<file path="config.mk">
export PLATFORM = sky130hd
export DESIGN_NAME = gate_reduce_unit_flat
export DESIGN_NICKNAME = d
export VERILOG_FILES = /design/src/rtl/gate_reduce_unit_if.sv /design/src/rtl/gate_reduce_unit.sv /design/src/flat_wrapper.sv
export SDC_FILE = /design/constraint.sdc
export NUM_CORES = 1
export LEC_CHECK = 0
export BUFFER_PORTS_ARGS = -buffer_cell sky130_fd_sc_hd__buf_2
export CAP_MARGIN = 5
export CORE_MARGIN = 2
export CORE_UTILIZATION = 35
export CTS_BUF_LIST = sky130_fd_sc_hd__clkbuf_4 sky130_fd_sc_hd__clkbuf_8
export CTS_CLUSTER_SIZE = 10
export DETAILED_ROUTE_END_ITERATION = 6
export MAX_ROUTING_LAYER = met4
export PLACE_DENSITY = 0.6
export SYNTH_ARGS = -nofsm -noshare
export SYNTH_HDL_FRONTEND = slang
export SYNTH_SLANG_ARGS = --single-unit
</file>
<file path="constraint.sdc">
create_clock -name clk -period 1.6 [get_ports clk]
set_input_delay 0.4 -clock clk [delete_from_list [all_inputs] [get_ports clk]]
set_output_delay 0.4 -clock clk [all_outputs]
set_load 0.05 [all_outputs]
</file>
<file path="src/rtl/gate_reduce_unit_if.sv">
// Valid/ready stream bundle for gate_reduce_unit: beat input side plus reduced-result output side.
// The master modport is the producer/consumer environment; the slave modport is the unit.
interface gate_reduce_unit_if #(
  parameter int unsigned WIDTH     = 8,
  parameter int unsigned MAX_BEATS = 16
);
  localparam int unsigned CNT_W = $clog2(MAX_BEATS + 1);

  logic [1:0]       op;
  logic             in_valid;
  logic             in_ready;
  logic [WIDTH-1:0] in_data;
  logic             in_last;
  logic             out_valid;
  logic             out_ready;
  logic [WIDTH-1:0] out_data;
  logic [CNT_W-1:0] out_beats;
  logic             out_overflow;

  modport master (
    output op, in_valid, in_data, in_last, out_ready,
    input  in_ready, out_valid, out_data, out_beats, out_overflow
  );

  modport slave (
    input  op, in_valid, in_data, in_last, out_ready,
    output in_ready, out_valid, out_data, out_beats, out_overflow
  );
endinterface

</file>
<file path="src/rtl/gate_reduce_unit.sv">
// Folds a burst of WIDTH-bit beats with a runtime-selected AND/OR/XOR/NAND op
// and presents one registered result per burst on a valid/ready output.
module gate_reduce_unit #(
  parameter int unsigned WIDTH     = 8,
  parameter int unsigned MAX_BEATS = 16
) (
  input logic            clk,
  input logic            rst,
  gate_reduce_unit_if.slave bus
);
  localparam int unsigned     CNT_W   = $clog2(MAX_BEATS + 1);
  localparam logic [CNT_W-1:0] CNT_ONE = CNT_W'(1);
  localparam logic [CNT_W-1:0] CNT_MAX = CNT_W'(MAX_BEATS);

  typedef enum logic [1:0] {OP_AND = 2'b00, OP_OR = 2'b01, OP_XOR = 2'b10, OP_NAND = 2'b11} op_t;
  typedef enum logic [1:0] {IDLE = 2'b00, ACCUM = 2'b01, DONE = 2'b10} state_t;

  state_t           state, state_n;
  op_t              op_q, op_n;
  logic [WIDTH-1:0] acc, acc_n;
  logic [CNT_W-1:0] cnt, cnt_n;
  logic             ready_q, valid_q;
  logic [WIDTH-1:0] data_q, data_n;
  logic [CNT_W-1:0] beats_q, beats_n;
  logic             ovf_q, ovf_n;
  logic             accept;
  logic             close;

  assign accept = bus.in_valid && ready_q;

  // Next-state, accumulator and result-load logic
  always_comb begin
    state_n = state;
    op_n    = op_q;
    acc_n   = acc;
    cnt_n   = cnt;
    data_n  = data_q;
    beats_n = beats_q;
    ovf_n   = ovf_q;
    close   = 1'b0;

    case (state)
      IDLE: begin
        if (accept) begin
          acc_n   = bus.in_data;
          op_n    = op_t'(bus.op);
          cnt_n   = CNT_ONE;
          close   = bus.in_last || (MAX_BEATS == 1);
          state_n = close ? DONE : ACCUM;
        end
      end
      ACCUM: begin
        if (accept) begin
          case (op_q)
            OP_OR:   acc_n = acc | bus.in_data;
            OP_XOR:  acc_n = acc ^ bus.in_data;
            default: acc_n = acc & bus.in_data;
          endcase
          cnt_n   = cnt + CNT_ONE;
          close   = bus.in_last || (cnt_n == CNT_MAX);
          state_n = close ? DONE : ACCUM;
        end
      end
      DONE: begin
        if (bus.out_ready) state_n = IDLE;
      end
      default: state_n = IDLE;
    endcase

    // NAND shares the AND fold; inversion happens once at result load
    if (close) begin
      data_n  = (op_n == OP_NAND) ? ~acc_n : acc_n;
      beats_n = cnt_n;
      ovf_n   = (cnt_n == CNT_MAX) && !bus.in_last;
    end
  end

  always_ff @(posedge clk or posedge rst) begin
    if (rst) begin
      state   <= IDLE;
      op_q    <= OP_AND;
      acc     <= '0;
      cnt     <= '0;
      ready_q <= 1'b0;
      valid_q <= 1'b0;
      data_q  <= '0;
      beats_q <= '0;
      ovf_q   <= 1'b0;
    end else begin
      state   <= state_n;
      op_q    <= op_n;
      acc     <= acc_n;
      cnt     <= cnt_n;
      ready_q <= (state_n != DONE);
      valid_q <= (state_n == DONE);
      data_q  <= data_n;
      beats_q <= beats_n;
      ovf_q   <= ovf_n;
    end
  end

  assign bus.in_ready     = ready_q;
  assign bus.out_valid    = valid_q;
  assign bus.out_data     = data_q;
  assign bus.out_beats    = beats_q;
  assign bus.out_overflow = ovf_q;
endmodule

</file>
<file path="src/flat_wrapper.sv">
// flat-port wrapper written by rule: the top's interface ports become plain ports
module gate_reduce_unit_flat 
#(
  parameter int unsigned WIDTH     = 8,
  parameter int unsigned MAX_BEATS = 16
)
  (clk, rst, bus_op, bus_in_valid, bus_in_data, bus_in_last, bus_out_ready, bus_in_ready, bus_out_valid, bus_out_data, bus_out_beats, bus_out_overflow);
  gate_reduce_unit_if #(.WIDTH(WIDTH), .MAX_BEATS(MAX_BEATS)) bus_i ();
  input logic clk;
  input logic rst;
  input wire logic [$bits(bus_i.op)-1:0] bus_op;
  input wire logic [$bits(bus_i.in_valid)-1:0] bus_in_valid;
  input wire logic [$bits(bus_i.in_data)-1:0] bus_in_data;
  input wire logic [$bits(bus_i.in_last)-1:0] bus_in_last;
  input wire logic [$bits(bus_i.out_ready)-1:0] bus_out_ready;
  output wire logic [$bits(bus_i.in_ready)-1:0] bus_in_ready;
  output wire logic [$bits(bus_i.out_valid)-1:0] bus_out_valid;
  output wire logic [$bits(bus_i.out_data)-1:0] bus_out_data;
  output wire logic [$bits(bus_i.out_beats)-1:0] bus_out_beats;
  output wire logic [$bits(bus_i.out_overflow)-1:0] bus_out_overflow;
  assign bus_i.op = bus_op;
  assign bus_i.in_valid = bus_in_valid;
  assign bus_i.in_data = bus_in_data;
  assign bus_i.in_last = bus_in_last;
  assign bus_i.out_ready = bus_out_ready;
  assign bus_in_ready = bus_i.in_ready;
  assign bus_out_valid = bus_i.out_valid;
  assign bus_out_data = bus_i.out_data;
  assign bus_out_beats = bus_i.out_beats;
  assign bus_out_overflow = bus_i.out_overflow;
  gate_reduce_unit #(.WIDTH(WIDTH), .MAX_BEATS(MAX_BEATS)) u_core (.clk(clk), .rst(rst), .bus(bus_i));
endmodule
</file>
# Yosys cells after proc, flatten, opt, wreduce, memory -nomap -nowiden
# Index checks and enable logic that the tools add are counted.
# totals
reg_bits	33
in_bits	15
output_inout_bits	16
elab_cells	47
# op_classes
addsub	1
eq_ne	9
muxes	19
bitwise_logic	4
reduce_logical	5
# op_table
cell	count
8-bit one-hot mux with 2 select lines	2
8-bit 2-to-1 mux	3
2-bit 2-to-1 mux	7
5-bit == test, second input constant	2
5-bit 2-to-1 mux	2
5-bit one-hot mux with 2 select lines	1
8-bit AND	1
2-bit == test, second input constant	4
8-bit inverter	1
8-bit OR	1
8-bit XOR	1
2-bit one-hot mux with 3 select lines	1
5-bit by 1-bit adder with 5-bit output, second input constant	1
2-bit by 1-bit == test with 1-bit output, second input constant	2
1-bit logical AND	2
2-bit logical NOT	1
1-bit 2-to-1 mux	2
2-bit inequality test, second input constant	1
1-bit one-hot mux with 2 select lines	1
1-bit logical NOT	1
1-bit logical OR	1

# Longest topological paths before layout
# depth
depth_word	7
mapped_depth	8
ltp_nobuf	7

# Worst setup path after synthesis
# No wires, ideal clock.
# synth_timing
path_type	reg2reg
from	reg u_core.ready_q, in the netlist u_core.bus.in_ready
to	reg u_core.ovf_q, in the netlist u_core.bus.out_overflow
setup_time_ps	122
arrival_time_ps	1699
required_ps	1478
setup_slack_ps	-221
path_stages_with_launch	7
path_buffers	0
synth_period_minus_slack_ps	1821
path_cell_list	dfrtp_1 nand2_1 ha_1 a21oi_1 o21ai_0 nor3_1 a32o_1
# synth_via
elab_chain_len	5
word_cells_on_any_way	9
classes_between	eq/ne (1); mux (6); reduce/logical (2)
# synth_lines
item	line	rtl
start: declaration	gate_reduce_unit.sv:22	logic ready_q, valid_q;
start signal: assignment	gate_reduce_unit.sv:94	ready_q <= (state_n != DONE);
1-bit logical AND *	gate_reduce_unit.sv:29	assign accept = bus.in_valid && ready_q;
5-bit 2-to-1 mux, on equally long branches	gate_reduce_unit.sv:53, gate_reduce_unit.sv:44	
5-bit one-hot mux with 2 select lines *	gate_reduce_unit.sv:42	case (state)
named net u_core.cnt_n[0]	gate_reduce_unit.sv:21	logic [CNT_W-1:0] cnt, cnt_n;
5-bit == test *	gate_reduce_unit.sv:74	ovf_n = (cnt_n == CNT_MAX) && !bus.in_last;
1-bit logical AND *	gate_reduce_unit.sv:74	
end signal: assignment	gate_reduce_unit.sv:98	ovf_q <= ovf_n;
end: declaration	gate_reduce_unit.sv:25	logic ovf_q, ovf_n;
# Mark *: on every way through the listed nets, which the timed path passes. The rest lies on a longest branch.
# A chain may end at the register's enable or synchronous reset.

# Final worst setup path
# layout_timing
from	reg u_core.cnt[1]
to	reg u_core.beats_q[1], in the netlist u_core.bus.out_beats[1]
# layout_via
elab_chain_len	5
word_cells_on_any_way	8
classes_between	add/sub (1); eq/ne (1); mux (5); reduce/logical (1)
# layout_lines
item	line	rtl
start: declaration	gate_reduce_unit.sv:21	
start signal: assignment	gate_reduce_unit.sv:93	cnt <= cnt_n;
5-bit by 1-bit adder with 5-bit output	gate_reduce_unit.sv:59	cnt_n = cnt + CNT_ONE;
5-bit == test	gate_reduce_unit.sv:60	close = bus.in_last || (cnt_n == CNT_MAX);
1-bit logical OR	gate_reduce_unit.sv:60	
1-bit 2-to-1 mux	gate_reduce_unit.sv:53	if (accept) begin
1-bit one-hot mux with 2 select lines	gate_reduce_unit.sv:42	
end signal: assignment	gate_reduce_unit.sv:97	beats_q <= beats_n;
end: declaration	gate_reduce_unit.sv:24	logic [CNT_W-1:0] beats_q, beats_n;
# Parallel ways exist; a longest one is shown, timed or not.

==> flow_metrics.env <==
export IMPL_vias=1713
export IMPL_cts_made_buffers=5
export IMPL_setup_ws_ns=-0.0839
export IMPL_slew_headroom_pct=69.4
export IMPL_fin_worst_skew_ns=0.00856
export IMPL_max_freq_ghz=0.594
export IMPL_period_needed_ns=1.68
export IMPL_portBuffers=30
export IMPL_timing_hold_ws_ns=0.196
export IMPL_rsz0062_at_grt="yes"
export IMPL_drv_slew=0
export IMPL_grt_max_degree=34
export IMPL_p_per_area_mw_per_mm2=1790
export IMPL_path_cells="nand2_2 -> mux2i_2 -> a41oi_4 -> nor2_4 -> mux2_2"
export IMPL_layout_commonest_cell="buf_4"
export IMPL_grt_first_pass_wirelength_mm=8.28
export IMPL_clk_pin_slew_worst_paths_ns=0.07
export IMPL_dp_cells=340
export IMPL_num_rows=27
export IMPL_max_vdd_ir_drop_uv=900
export IMPL_crit_path_end_kind="register"
export IMPL_cp_arrival_ns=1.85
export IMPL_syn_avg_cell_area_sq_um=10.2
export IMPL_synth_enable_flop_cells=0
export IMPL_worst_pin_slew_ns=0.454
export IMPL_drive_above_1_share_pct=46.3
export IMPL_crit_type="reg -> reg"
export IMPL_finish_net_count=317
export IMPL_worst_path_buf_inv=0
export IMPL_seq_area_frac_synth_pct=40.3
export IMPL_cts_tree="yes"
export IMPL_antenna_cells=0
export IMPL_finalHoldViolCount=0
export IMPL_grt_use_total_pct=16.9
export IMPL_cts_sinks=33
export IMPL_failed_checks="setup timing"
export IMPL_antenna_found_initial=0
export IMPL_crit_path_top_delay_cell="dfrtp_1"
export IMPL_vias_per_cell=4.83
export IMPL_drc=0
export IMPL_chipWidth_microns=80.5
export IMPL_rr_startpoint="u_core.cnt[1]$_DFF_PP0_"
export IMPL_r2r_slack_ns=-0.08
export IMPL_synth_warning_count=0
export IMPL_synth_seq_cells=33
export IMPL_start_util_pct=36.8
export IMPL_routed_wl_mm=4.81
export IMPL_cp_start_kind="register"
export IMPL_grt_overflow=0
export IMPL_syn_cell_area_sq_mm=0.00205
export IMPL_clockBufferDepth=2
export IMPL_hpwlAfterDp_mm=3.47
export IMPL_clk_latency_ns=0.28
export IMPL_post_route_period_util_pct=105
export IMPL_ctsRootBufferMaster="clkbuf_8"
export IMPL_area_growth_pct=42.4
export IMPL_ctsHtreeMaxLevel=2
export IMPL_fillers=533
export IMPL_slowest_delay_ns=0.42
export IMPL_finalSetupViolCount=12
export IMPL_antenna_left=0
export IMPL_synth_async_reset_ratio_pct=100
export IMPL_path_max_fanout=6
export IMPL_synth_top_flop_cell="dfrtp_1"
export IMPL_cp_top_family="multiplexers"
export IMPL_wl_per_cell_microns=13.6
export IMPL_synth_distinct_cells=39
export IMPL_final_cells=355
export IMPL_hold_path_class="in -> async"
export IMPL_leakage_nw=1.42
export IMPL_multi_input_area_sq_mm=0.00123
export IMPL_grt_pass1_vias=1774
export IMPL_status="finished with violations"
export IMPL_die_area_sq_mm=0.00649
export IMPL_die_h_microns=80.5
export IMPL_drtIter0Drc=59
export IMPL_first_pass_iters=4
export IMPL_pin_count=31
export IMPL_fp_coreArea_sq_mm=0.00557
export IMPL_syn_nets=237
export IMPL_final_cell_mix="44 x buf_4, 31 x dfrtp_1, 30 x buf_2"
export IMPL_rr_worst_depth=5
export IMPL_gp_congestion=0.819
export IMPL_p_total_mw=5.23
export IMPL_drv_cap=0
export IMPL_cp_required_ns=1.76
export IMPL_synthCells=202
export IMPL_seqCellArea_sq_um=828
export IMPL_regToRegEndpoint="u_core.bus.out_beats[1]$_DFFE_PP0P_"
==> logic make-up (layout without fill, tap and decap cells) <==
| kind of cell | Yosys count | after routing | synth area share [%] |
|---|---|---|---|
| muxes | 8 | 8 | 4.82 |
| xor gates and xnor gates | 8 | 8 | 3.42 |
| and+or+nand+nor | 45 | 45 | 13.1 |
| adders and majority gates | 20 | 20 | 12.2 |
| DFF | 33 | 33 | 40.3 |
| AOI/OAI and AO/OA | 57 | 57 | 19.3 |
| buffers and inverters | 31 | 112 | 6.83 |
==> layer usage <==
| metal | share of wire (%) | global-route usage [%] |
|---|---|---|
| met4 | 0.69 | 4.07 |
| met1 | 46 | 21.6 |
| met3 | 4.0 | 3.37 |
| met5 | 0 | - |
| met2 | 50 | 27.7 |
==> report_power, final <==
group | internal, mW | total [mW] | switching [mW]
Clock | 0.385 | 0.687 | 0.302
Combinational | 1.43 | 3.18 | 1.75
Sequential | 1.15 | 1.36 | 0.208
==> Yosys cell counts, drive strengths merged (2+ instances only) <==
cell | count | area share [%]
o21ai | 21 | 5.1
xnor2 | 8 | 3.4
a22oi | 8 | 3.2
clkbuf | 2 | 0.37
a21oi | 9 | 2.2
nand2 | 14 | 2.6
mux2 | 5 | 2.7
or2 | 2 | 0.61
buf | 7 | 2.4
ha | 20 | 12
nor2 | 5 | 1.6
inv | 22 | 4.0
mux2i | 3 | 2.1
nand2b | 5 | 1.5
o221ai | 6 | 2.6
dfrtp | 33 | 40
nor3 | 2 | 0.49
nor2b | 8 | 2.4
a21o | 6 | 2.2
nand3 | 3 | 0.73
==> worst reg2reg max path: stages, from the launching register on <==
cell	delay (ns)
dfrtp_1	0.42
nand2_2	0.11
mux2i_2	0.27
a41oi_4	0.19
nor2_4	0.23
mux2_2	0.35
==> layout make-up <==
cell class / instances / share of cell area, %
inverter: 22 / 2.91
clock buffer: 8 / 3.34
timing repair buffer: 82 / 20.1
multi-input combinational: 138 / 42.2
tap: 72 / 3.08
sequential: 33 / 28.4
==> how the worst max path moves through the flow <==
stage / start / to / slack [ns] / depth (start not counted)
floorplan: u_core.op_q[1]$_DFF_PP0_ / u_core.bus.out_data[3]$_DFFE_PP0P_ / -0.07 / 7
global placement: u_core.op_q[1]$_DFF_PP0_ / u_core.bus.out_data[3]$_DFFE_PP0P_ / -0.12 / 6
detailed placement: u_core.op_q[1]$_DFF_PP0_ / u_core.bus.out_data[1]$_DFFE_PP0P_ / -0.21 / 6
CTS: u_core.cnt[1]$_DFF_PP0_ / u_core.bus.out_overflow$_DFFE_PP0P_ / -0.05 / 6
global route: u_core.cnt[0]$_DFF_PP0_ / u_core.bus.out_beats[4]$_DFFE_PP0P_ / -0.16 / 5
finish: u_core.cnt[1]$_DFF_PP0_ / u_core.bus.out_beats[1]$_DFFE_PP0P_ / -0.08 / 5
==> per-stage QoR <==
| stage | instance area [sq um] | utilization [%] | setup slack, ns | setup TNS [ns] |
|---|---|---|---|---|
| final | 2920 | 52.4 | -0.0839 | -0.501 |
| after global routing | 2920 | 52.4 | -0.159 | -1.77 |
| after CTS | 2810 | 50.4 | -0.0499 | -0.457 |
| after detailed placement | 2600 | 46.6 | -0.211 | -1.75 |
| after global placement | 2600 | 46.6 | -0.123 | -1.17 |
| after floorplan | 2060 | - | -0.0731 | -0.226 |
==> flip-flops by register name, indices dropped and copies added (netlist names) <==
register and cells:
u_core.bus.out_valid 1, u_core.cnt 5, u_core.bus.in_ready 1, u_core.op_q 2, u_core.state 2, u_core.bus.out_overflow 1
u_core.acc 8, u_core.bus.out_beats 5, u_core.bus.out_data 8
==> what timing repair did <==
| item | 4_1_cts | 5_1_grt |
|---|---|---|
| resized for setup | 20 | 20 |
| buffers inserted | 4 | 3 |
| hold buffers | 0 | 0 |
| endpoints found under the setup margin | 17 | 18 |
| pin swaps | 11 | 10 |
Note: power is estimated with default switching activity, not from simulation.
